===== src/rtl/lc3_mem_pkg.sv =====
// Shared types and constants for the two-port memory arbiter.
//   state_e    : arbiter FSM states (drain, idle, issue, wait)
//   port_idx_t : requester index, PORT_FETCH = instruction fetch, PORT_DATA = data
//   DRAIN_CYC  : cycles spent in drain after reset or an aborted access
package lc3_mem_pkg;

  typedef enum logic [1:0] {
    StDrain,
    StIdle,
    StIssue,
    StWait
  } state_e;

  typedef logic port_idx_t;

  localparam port_idx_t   PORT_FETCH = 1'b0;
  localparam port_idx_t   PORT_DATA  = 1'b1;
  localparam int unsigned DRAIN_CYC  = 2;

  function automatic port_idx_t other_port(input port_idx_t p);
    return ~p;
  endfunction

endpackage


===== src/rtl/mem_arbiter_if.sv =====
// Bundle of requester-side and memory-side signals of the memory arbiter.
//   slave  : arbiter view (takes requests and memory responses, drives completions/enables)
//   master : environment view (requesters plus memory)
// Requester signals are indexed [1:0] per port; memory signals are single-channel.
interface mem_arbiter_if #(
  parameter int unsigned ADDR_W = 9,
  parameter int unsigned DW     = 8
) ();

  logic [1:0]             p_req;
  logic [1:0]             p_we;
  logic [1:0][ADDR_W-1:0] p_addr;
  logic [1:0][DW-1:0]     p_wdata;
  logic [1:0]             p_done;
  logic [DW-1:0]          p_rdata;
  logic                   p_err;

  logic                   mem_write_en;
  logic                   mem_read_en;
  logic [ADDR_W-1:0]      mem_write_addr;
  logic [ADDR_W-1:0]      mem_read_addr;
  logic [DW-1:0]          mem_write_data;
  logic                   mem_ready;
  logic [DW-1:0]          mem_read_data;

  modport slave (
    input  p_req, p_we, p_addr, p_wdata, mem_ready, mem_read_data,
    output p_done, p_rdata, p_err,
    output mem_write_en, mem_read_en, mem_write_addr, mem_read_addr, mem_write_data
  );

  modport master (
    output p_req, p_we, p_addr, p_wdata, mem_ready, mem_read_data,
    input  p_done, p_rdata, p_err,
    input  mem_write_en, mem_read_en, mem_write_addr, mem_read_addr, mem_write_data
  );

endinterface


===== src/rtl/rr_arb2.sv =====
// Two-way round-robin picker with its priority pointer.
//   clk, rst_n : clock, asynchronous active-low reset (pointer -> PORT_FETCH)
//   req_i      : request vector, bit n = port n
//   update_i   : commit the current pick; pointer then favours the other port
//   valid_o    : any request present
//   idx_o      : picked port
module rr_arb2
  import lc3_mem_pkg::*;
(
  input  logic       clk,
  input  logic       rst_n,
  input  logic [1:0] req_i,
  input  logic       update_i,
  output logic       valid_o,
  output port_idx_t  idx_o
);

  port_idx_t ptr_q, ptr_d;

  always_comb begin
    valid_o = |req_i;
    idx_o   = ptr_q;
    case (req_i)
      2'b01:   idx_o = PORT_FETCH;
      2'b10:   idx_o = PORT_DATA;
      default: idx_o = ptr_q;  // collision: pointer decides
    endcase
    ptr_d = ptr_q;
    if (update_i && valid_o) begin
      ptr_d = other_port(idx_o);
    end
  end

  always_ff @(posedge clk or negedge rst_n) begin
    if (!rst_n) begin
      ptr_q <= PORT_FETCH;
    end else begin
      ptr_q <= ptr_d;
    end
  end

endmodule


===== src/rtl/mem_arbiter.sv =====
// Two-port (fetch/data) arbiter in front of a single-channel synchronous memory.
// A granted request is latched, issued as a one-cycle read or write enable, and
// completed with a one-cycle p_done pulse on the first mem_ready seen in WAIT.
//   clk, rst_n : clock, asynchronous active-low reset
//   bus        : mem_arbiter_if.slave (requester and memory signals)
// Build option: define MEM_ARB_TIMEOUT_EN to abort WAIT after TIMEOUT_CYC cycles
// without mem_ready (p_done with p_err=1, then DRAIN). Without it p_err is tied 0.
module mem_arbiter
  import lc3_mem_pkg::*;
#(
  parameter int unsigned ADDR_W      = 9,
  parameter int unsigned DW          = 8,
  parameter int unsigned TIMEOUT_CYC = 15
) (
  input logic          clk,
  input logic          rst_n,
  mem_arbiter_if.slave bus
);

  localparam int unsigned DrainW = (DRAIN_CYC > 1) ? $clog2(DRAIN_CYC) : 1;

  state_e            state_q, state_d;
  logic [DrainW-1:0] drain_cnt_q, drain_cnt_d;
  port_idx_t         gnt_q, gnt_d;
  logic              we_q, we_d;
  logic [ADDR_W-1:0] addr_q, addr_d;
  logic [DW-1:0]     wdata_q, wdata_d;
  logic [1:0]        done_q, done_d;
  logic [DW-1:0]     rdata_q, rdata_d;
  logic              mem_we_q, mem_we_d;
  logic              mem_re_q, mem_re_d;

  logic [1:0]        arb_req;
  logic              arb_valid;
  logic              arb_update;
  port_idx_t         arb_idx;

`ifdef MEM_ARB_TIMEOUT_EN
  localparam int unsigned TmoW = (TIMEOUT_CYC > 1) ? $clog2(TIMEOUT_CYC) : 1;
  logic [TmoW-1:0] tmo_cnt_q, tmo_cnt_d;
  logic            err_q, err_d;
`else
  logic unused_timeout_cyc;
  assign unused_timeout_cyc = ^TIMEOUT_CYC;
`endif

  // A port still seeing its own p_done has not yet dropped its request.
  assign arb_req = bus.p_req & ~done_q;

  rr_arb2 u_rr_arb2 (
    .clk      (clk),
    .rst_n    (rst_n),
    .req_i    (arb_req),
    .update_i (arb_update),
    .valid_o  (arb_valid),
    .idx_o    (arb_idx)
  );

  always_comb begin
    state_d     = state_q;
    drain_cnt_d = drain_cnt_q;
    gnt_d       = gnt_q;
    we_d        = we_q;
    addr_d      = addr_q;
    wdata_d     = wdata_q;
    done_d      = '0;
    rdata_d     = '0;
    mem_we_d    = 1'b0;
    mem_re_d    = 1'b0;
    arb_update  = 1'b0;
`ifdef MEM_ARB_TIMEOUT_EN
    tmo_cnt_d   = tmo_cnt_q;
    err_d       = 1'b0;
`endif
    unique case (state_q)
      StDrain: begin
        if (drain_cnt_q == DrainW'(DRAIN_CYC - 1)) begin
          drain_cnt_d = '0;
          state_d     = StIdle;
        end else begin
          drain_cnt_d = drain_cnt_q + 1'b1;
        end
      end
      StIdle: begin
        if (arb_valid) begin
          arb_update = 1'b1;
          gnt_d      = arb_idx;
          we_d       = bus.p_we[arb_idx];
          addr_d     = bus.p_addr[arb_idx];
          wdata_d    = bus.p_wdata[arb_idx];
          // Enables are registered here so they are high exactly during ISSUE.
          mem_we_d   = bus.p_we[arb_idx];
          mem_re_d   = ~bus.p_we[arb_idx];
          state_d    = StIssue;
        end
      end
      StIssue: begin
`ifdef MEM_ARB_TIMEOUT_EN
        tmo_cnt_d = '0;
`endif
        state_d = StWait;
      end
      StWait: begin
        if (bus.mem_ready) begin
          done_d[gnt_q] = 1'b1;
          rdata_d       = we_q ? '0 : bus.mem_read_data;
          state_d       = StIdle;
        end
`ifdef MEM_ARB_TIMEOUT_EN
        else if (tmo_cnt_q == TmoW'(TIMEOUT_CYC - 1)) begin
          done_d[gnt_q] = 1'b1;
          err_d         = 1'b1;
          drain_cnt_d   = '0;
          state_d       = StDrain;  // absorb a late mem_ready
        end else begin
          tmo_cnt_d = tmo_cnt_q + 1'b1;
        end
`endif
      end
      default: state_d = StDrain;
    endcase
  end

  always_ff @(posedge clk or negedge rst_n) begin
    if (!rst_n) begin
      state_q     <= StDrain;
      drain_cnt_q <= '0;
      gnt_q       <= PORT_FETCH;
      we_q        <= 1'b0;
      addr_q      <= '0;
      wdata_q     <= '0;
      done_q      <= '0;
      rdata_q     <= '0;
      mem_we_q    <= 1'b0;
      mem_re_q    <= 1'b0;
    end else begin
      state_q     <= state_d;
      drain_cnt_q <= drain_cnt_d;
      gnt_q       <= gnt_d;
      we_q        <= we_d;
      addr_q      <= addr_d;
      wdata_q     <= wdata_d;
      done_q      <= done_d;
      rdata_q     <= rdata_d;
      mem_we_q    <= mem_we_d;
      mem_re_q    <= mem_re_d;
    end
  end

`ifdef MEM_ARB_TIMEOUT_EN
  always_ff @(posedge clk or negedge rst_n) begin
    if (!rst_n) begin
      tmo_cnt_q <= '0;
      err_q     <= 1'b0;
    end else begin
      tmo_cnt_q <= tmo_cnt_d;
      err_q     <= err_d;
    end
  end
  assign bus.p_err = err_q;
`else
  assign bus.p_err = 1'b0;
`endif

  assign bus.p_done         = done_q;
  assign bus.p_rdata        = rdata_q;
  assign bus.mem_write_en   = mem_we_q;
  assign bus.mem_read_en    = mem_re_q;
  assign bus.mem_write_addr = addr_q;
  assign bus.mem_read_addr  = addr_q;
  assign bus.mem_write_data = wdata_q;

endmodule

===== src/flat_wrapper.sv =====
// flat-port wrapper written by rule: the top's interface ports become plain ports
module mem_arbiter_flat import lc3_mem_pkg::*;
#(
  parameter int unsigned ADDR_W      = 9,
  parameter int unsigned DW          = 8,
  parameter int unsigned TIMEOUT_CYC = 15
)
  (clk, rst_n, bus_p_req, bus_p_we, bus_p_addr, bus_p_wdata, bus_mem_ready, bus_mem_read_data, bus_p_done, bus_p_rdata, bus_p_err, bus_mem_write_en, bus_mem_read_en, bus_mem_write_addr, bus_mem_read_addr, bus_mem_write_data);
  mem_arbiter_if #(.ADDR_W(ADDR_W), .DW(DW)) bus_i ();
  input logic clk;
  input logic rst_n;
  input wire logic [$bits(bus_i.p_req)-1:0] bus_p_req;
  input wire logic [$bits(bus_i.p_we)-1:0] bus_p_we;
  input wire logic [$bits(bus_i.p_addr)-1:0] bus_p_addr;
  input wire logic [$bits(bus_i.p_wdata)-1:0] bus_p_wdata;
  input wire logic [$bits(bus_i.mem_ready)-1:0] bus_mem_ready;
  input wire logic [$bits(bus_i.mem_read_data)-1:0] bus_mem_read_data;
  output wire logic [$bits(bus_i.p_done)-1:0] bus_p_done;
  output wire logic [$bits(bus_i.p_rdata)-1:0] bus_p_rdata;
  output wire logic [$bits(bus_i.p_err)-1:0] bus_p_err;
  output wire logic [$bits(bus_i.mem_write_en)-1:0] bus_mem_write_en;
  output wire logic [$bits(bus_i.mem_read_en)-1:0] bus_mem_read_en;
  output wire logic [$bits(bus_i.mem_write_addr)-1:0] bus_mem_write_addr;
  output wire logic [$bits(bus_i.mem_read_addr)-1:0] bus_mem_read_addr;
  output wire logic [$bits(bus_i.mem_write_data)-1:0] bus_mem_write_data;
  assign bus_i.p_req = bus_p_req;
  assign bus_i.p_we = bus_p_we;
  assign bus_i.p_addr = bus_p_addr;
  assign bus_i.p_wdata = bus_p_wdata;
  assign bus_i.mem_ready = bus_mem_ready;
  assign bus_i.mem_read_data = bus_mem_read_data;
  assign bus_p_done = bus_i.p_done;
  assign bus_p_rdata = bus_i.p_rdata;
  assign bus_p_err = bus_i.p_err;
  assign bus_mem_write_en = bus_i.mem_write_en;
  assign bus_mem_read_en = bus_i.mem_read_en;
  assign bus_mem_write_addr = bus_i.mem_write_addr;
  assign bus_mem_read_addr = bus_i.mem_read_addr;
  assign bus_mem_write_data = bus_i.mem_write_data;
  mem_arbiter #(.ADDR_W(ADDR_W), .DW(DW), .TIMEOUT_CYC(TIMEOUT_CYC)) u_core (.clk(clk), .rst_n(rst_n), .bus(bus_i));
endmodule

===== config.mk =====
export PLATFORM = sky130hd
export DESIGN_NAME = mem_arbiter_flat
export DESIGN_NICKNAME = d
export VERILOG_FILES = /design/src/rtl/lc3_mem_pkg.sv /design/src/rtl/mem_arbiter_if.sv /design/src/rtl/rr_arb2.sv /design/src/rtl/mem_arbiter.sv /design/src/flat_wrapper.sv
export SDC_FILE = /design/constraint.sdc
export NUM_CORES = 1
export LEC_CHECK = 0
export BUFFER_PORTS_ARGS = -buffer_cell sky130_fd_sc_hd__buf_2
export CAP_MARGIN = 10
export CORE_ASPECT_RATIO = 0.7
export CORE_UTILIZATION = 43
export DETAILED_ROUTE_END_ITERATION = 7
export PLACE_DENSITY = 0.78
export SKIP_LAST_GASP = 1
export SLEW_MARGIN = 10
export SYNTH_ARGS = -nofsm -noshare
export SYNTH_HDL_FRONTEND = slang
export SYNTH_SLANG_ARGS = --single-unit

===== constraint.sdc =====
create_clock -name clk -period 4.9 [get_ports clk]
set_clock_uncertainty 0.1 [all_clocks]
set_input_delay 0.245 -clock clk [delete_from_list [all_inputs] [get_ports clk]]
set_output_delay 0.245 -clock clk [all_outputs]
set_load 0.01 [all_outputs]

== Yosys cells after proc, flatten, opt, wreduce, memory -nomap -nowiden ==
Index checks and enable logic that the tools add are counted.
Storage, ports and cells
  bits in registers: 35
  word-level logic and storage cells: 58
  output and inout port bits: 39
Cells by class
  add/subtract/negate cells: 1
  bitwise gates (word level): 4
  multiplexer cells: 25
  eq/ne operators: 8
  $lt $le $gt $ge: 3
  reductions and logical operators: 6
Operators with widths (count)
  $mux W8: 5
  $mux W9: 2
  $mux W1: 10
  $mux W2: 5
  $pmux W2 S4: 1
  $eq A2 B2 Y1 const B: 3
  $eq A2 B1 Y1 const B: 2
  $lt A1 B2 Y1 const B: 2
  $ne A2 B1 Y1 const B: 2
  $reduce_and A3 Y1: 1
  $and A2 B2 Y2: 1
  $logic_and A1 B1 Y1: 2
  $logic_not A2 Y1: 1
  $ne A2 B2 Y1 const B: 1
  $not A1 Y1: 2
  $not A2 Y2: 1
  $pmux W1 S2: 1
  $reduce_and A2 Y1: 1
  $reduce_or A2 Y1: 1
  $add A1 B1 Y1 const B: 1
  $demux W1 S1: 1
  $ge A1 B1 Y1 const B: 1

== Logic depth before layout (Yosys ltp) ==
  word-level depth: 9
  mapped depth: 8

== By module ==
From an unflattened synthesis, not the netlist that was laid out.
Second synthesis, totals
  cells, all modules: 147
  area, all modules: 1625.3 um2
By module, submodules not included
  mem_arbiter: times used 1, area an instance 1506.4 um2, sequential area each 850.8 um2, cells each 135
  rr_arb2: times used 1, area an instance 118.9 um2, sequential area each 25.0 um2, cells each 12

== Worst setup path after synthesis ==
Ideal clock, no wire load.
  kind: register to register
  from: reg u_core.done_q[0], in the netlist u_core.bus.p_done[0]
  to: reg u_core.addr_q[6], in the netlist u_core.bus.mem_read_addr[6]
  setup slack: 3.049 ns
  data arrival time: 1.630 ns
  setup time: 0.120 ns
  clock period less this slack: 1.851 ns
  cell stages (with the launch flop): 8
  cells stage by stage: dfrtp_1 > nand2b_1 > ha_1 > mux2i_1 > buf_6 > buf_12 > mux2i_1 > o21ai_2
On the way
  word-level cells in the longest chain between the ends: 6
Ends and longest elaborated chain
  start: declaration: RTL line mem_arbiter.sv:28  | logic [1:0] done_q, done_d;
  start signal: assignment: RTL line mem_arbiter.sv:143  | done_q <= done_d;
  $not A2 Y2 *: RTL line mem_arbiter.sv:48  | assign arb_req = bus.p_req & ~done_q;
  $and A2 B2 Y2 *: RTL line mem_arbiter.sv:48
  $eq A2 B2 Y1 / $eq A2 B1 Y1 (equally long branches): RTL line rr_arb2.sv:23  | case (req_i)
  $pmux W1 S2: RTL line rr_arb2.sv:23
  $mux W9 (implied by the code) (2 in a row): RTL line mem_arbiter.sv:89  | addr_d = bus.p_addr[arb_idx];
  end signal: assignment: RTL line mem_arbiter.sv:141  | addr_q <= addr_d;
  end: declaration: RTL line mem_arbiter.sv:26  | logic [ADDR_W-1:0] addr_q, addr_d;
Mark *: on every way between the ends. The rest lies on a longest branch, timed or not. The select of a mux whose other input is x is not followed.
A chain may end at the register's enable or synchronous reset.

== Final worst setup path ==
  from: reg u_core.done_q[0], in the netlist u_core.bus.p_done[0]
  to: reg u_core.we_q
On the way
  word-level cells in the longest chain between the ends: 6
Ends and longest elaborated chain
  $not A2 Y2 *: RTL line mem_arbiter.sv:48
  $and A2 B2 Y2 *: RTL line mem_arbiter.sv:48
  $eq A2 B2 Y1 / $eq A2 B1 Y1 (equally long branches): RTL line rr_arb2.sv:23
  $pmux W1 S2: RTL line rr_arb2.sv:23
  $mux W1 (implied by the code) (2 in a row): RTL line mem_arbiter.sv:88  | we_d = bus.p_we[arb_idx];
  end signal: assignment: RTL line mem_arbiter.sv:140  | we_q <= we_d;
  end: declaration: RTL line mem_arbiter.sv:25  | logic we_q, we_d;
Marks and branches as above.

==> flow_summary_export.csv <==
group,metric,value,unit
drt,drtPass1Iterations,4,
flow_run,maxCapViolCount,0,
setup_path,r2r_cells,5,
cts,clk_pin_slew,70,ps
sta,tightestPinTransition,912,ps
floorplan,die_y,53.3,um
global_route,gr-total-overflow,0,
floorplan,row_count,18,
cts,htree_levels,2,
power_and_ir_drop,p_leak,1.21,nW
synthesis,synth_nets,200,
cts,cts_setup_buffers,0,
cts,clock_latency,280,ps
sta,setup_viol,0,
cells_and_area,most-common-layout-cells,"buf_2 (86), dfrtp_1 (35), nand2_1 (22), mux2i_1 (19)",
setup_path,critPathMaxFanout,19,
synthesis,avgSynthCellArea,11.1,um^2
synthesis,ys_seq_area_share,54.3,%
synthesis,synth-seq-cells,35,
setup_path,cpPeakStageDelay,780,ps
drt,drt-initial-drc-count,21,
setup_path,critPathLaunchType,"flip-flop",
synthesis,synth_top_flop_cell,"dfrtp_1",
setup_path,cpMaxStageDelayCell,"mux2i_4",
placed_design,place_congestion,0.700,
drt,vias,1210,
synthesis,synth_edf_count,0,
floorplan,core_area,3560,um^2
cts,cts_tree,"built",
global_route,grt_pass1_vias,1023,
cells_and_area,diodes,0,
global_route,grt_pass1_wl,4330,um
min_path,hold_depth,2,
sta,rsz0062_at_grt,"false",
cells_and_area,area_delta_synth_final,29.6,%
power_and_ir_drop,vdd_drop_max,277,uV
drt,detail-route-antenna-nets,0,
floorplan,die_x,75.2,um
cts,clock_path_buffers,2,
setup_path,crit_chain,"nand2b_1, ha_1, mux2i_4, mux2i_1, a21oi_1",
cells_and_area,fillers,331,
min_path,hold_path.class,"in2reg",
cells_and_area,layout_commonest_cell,"buf_2",
setup_path,critPathKind,"reg2reg",
cells_and_area,final_layout_size_suffix_gt1_share,43.3,%
setup_path,arrival,2370,ps
sta,slew_headroom,37.9,%
placed_design,dp.final_hpwl,2150,um
drt,post_drt_wl_per_cell,10.5,um
placed_design,numPortBuffers,86,
cts,cts-root-buf,"clkbuf_8",
synthesis,synth_cell_type_count,25,
global_route,track_usage,15.1,%
cts,numCtsBuffers,5,
synthesis,ys_warn_count,0,
cts,cts.sinks,35,
sta,post-route-min-period,2320,ps
sta,fin_crit_sh,47.3,%
drt,via_per_inst,4.42,
global_route,grt_max_degree,37,
setup_path,endpoint_kind,"flip-flop",
drt,wl,2890,um
floorplan,io_pins,88,
global_route,antenna_found_initial,0,
power_and_ir_drop,pwr_density_cell,565,nW/um^2
setup_path,cp.required,4950,ps
synthesis,synth_area,1610,um^2
floorplan,dieArea,4010,um^2
sta,fin_tns_setup,0,ps
power_and_ir_drop,power,0.00118,W
status,status,"finished clean",
synthesis,synth-async-reset-ratio,100,%
sta,slew_violations,0,
cells_and_area,final_nets,278,
drt,drc_errors,0,
synthesis,synthesis.instances,145,
sta,max_freq,431,MHz
floorplan,initial_core_util,45.4,%
sta,hold_violations,0,
logic make-up after synthesis:
logic type	share of synthesized area [%]
AND/OR/NAND/NOR	11.5
flip-flops	54.3
multiplexers	13.1
buffers and inverters	8.91
AO/OA/AOI/OAI	6.82
adder cells (fa/ha/maj)	4.65
other	0.232
XOR/XNOR	0.543
synth_stat cells, drive strengths merged, types with 2 or more instances:
cell type / instances / area (um^2)
dfrtp: 35 / 876
buf: 14 / 116
o21ai: 17 / 88.8
nand2b: 3 / 18.8
clkbuf: 2 / 8.75
inv: 5 / 18.8
nand2: 22 / 82.6
mux2i: 20 / 200
ha: 6 / 75.1
nor2: 4 / 15.0
and2: 9 / 56.3
power by group:
| group | internal [W] | total (W) | switching [W] |
|---|---|---|---|
| clock | 0.0000992 | 0.000197 | 0.0000980 |
| combinational | 0.000235 | 0.000520 | 0.000285 |
| sequential | 0.000401 | 0.000465 | 0.0000643 |
state kept, by name, summed over array words and instances (netlist names):
register	cells
u_core.bus.mem_read_en	1
u_core.gnt_q	1
u_core.bus.mem_write_data	8
u_core.drain_cnt_q	1
u_core.u_rr_arb2.ptr_q	1
u_core.bus.p_done	2
u_core.bus.p_rdata	8
u_core.we_q	1
u_core.bus.mem_read_addr	9
u_core.bus.mem_write_en	1
u_core.state_q	2
worst max-delay path, delay by kind of cell, from the launching register on:
family / cells / cell delay [ps]
DFF: 1 / 370
and+or+nand+nor: 1 / 160
muxes: 2 / 1110
AOI/OAI and AO/OA: 1 / 90
adders and majority gates: 1 / 340
what timing repair did:
item / CTS / global route
hold buffers: 1 / 0
hold endpoints to repair: 35 / 0
resized for setup: 0 / 0
stage by stage:
stage	area, um^2	setup slack, ps	hold slack (ps)	std cells	utilization, %
6_report	2090	2580	65.8	274	58.8
3_5_place_dp	1990	2560	262	265	56.0
5_1_grt	2090	2410	52.4	274	58.8
2_1_floorplan	1610	3050	-151	145	-
3_3_place_gp	1990	2620	260	265	56.0
4_1_cts	2090	2550	57.8	274	58.7
final cells by class:
class	instances	area (um^2)	area share [%]
timing repair buffer	87	440	21.1
sequential	35	876	41.9
multi-input combinational	89	609	29.1
clock inverter	2	12.5	0.598
clock buffer	6	72.6	3.47
tap	50	62.6	2.99
inverter	5	18.8	0.897
routing by layer:
layer | routed length [um] | up-vias | part of all wire (%) | GRT usage (%)
met5 | 0 | - | 0 | 0
met4 | 35 | 0 | 1.2 | 5.56
met3 | 220 | 4 | 7.6 | 4.57
met2 | 1330 | 48 | 46 | 24.8
met1 | 1300 | 537 | 45 | 18.9
li1 | - | 621 | - | -
path summary, 6_finish.rpt:
check | startpoint | end | slack (ps)
min | bus_mem_read_data[0] | u_core.bus.p_rdata[0] | 70
min in group asynchronous | rst_n | u_core.bus.mem_write_data[4] | 460
min reg2reg | u_core.gnt_q | u_core.bus.p_done[0] | 350
max reg2reg | u_core.bus.p_done[0] | u_core.we_q | 2580
max in group asynchronous | rst_n | u_core.bus.mem_read_addr[8] | 3760
max | u_core.bus.p_done[0] | u_core.we_q | 2580
(Power assumes the default switching activity.)
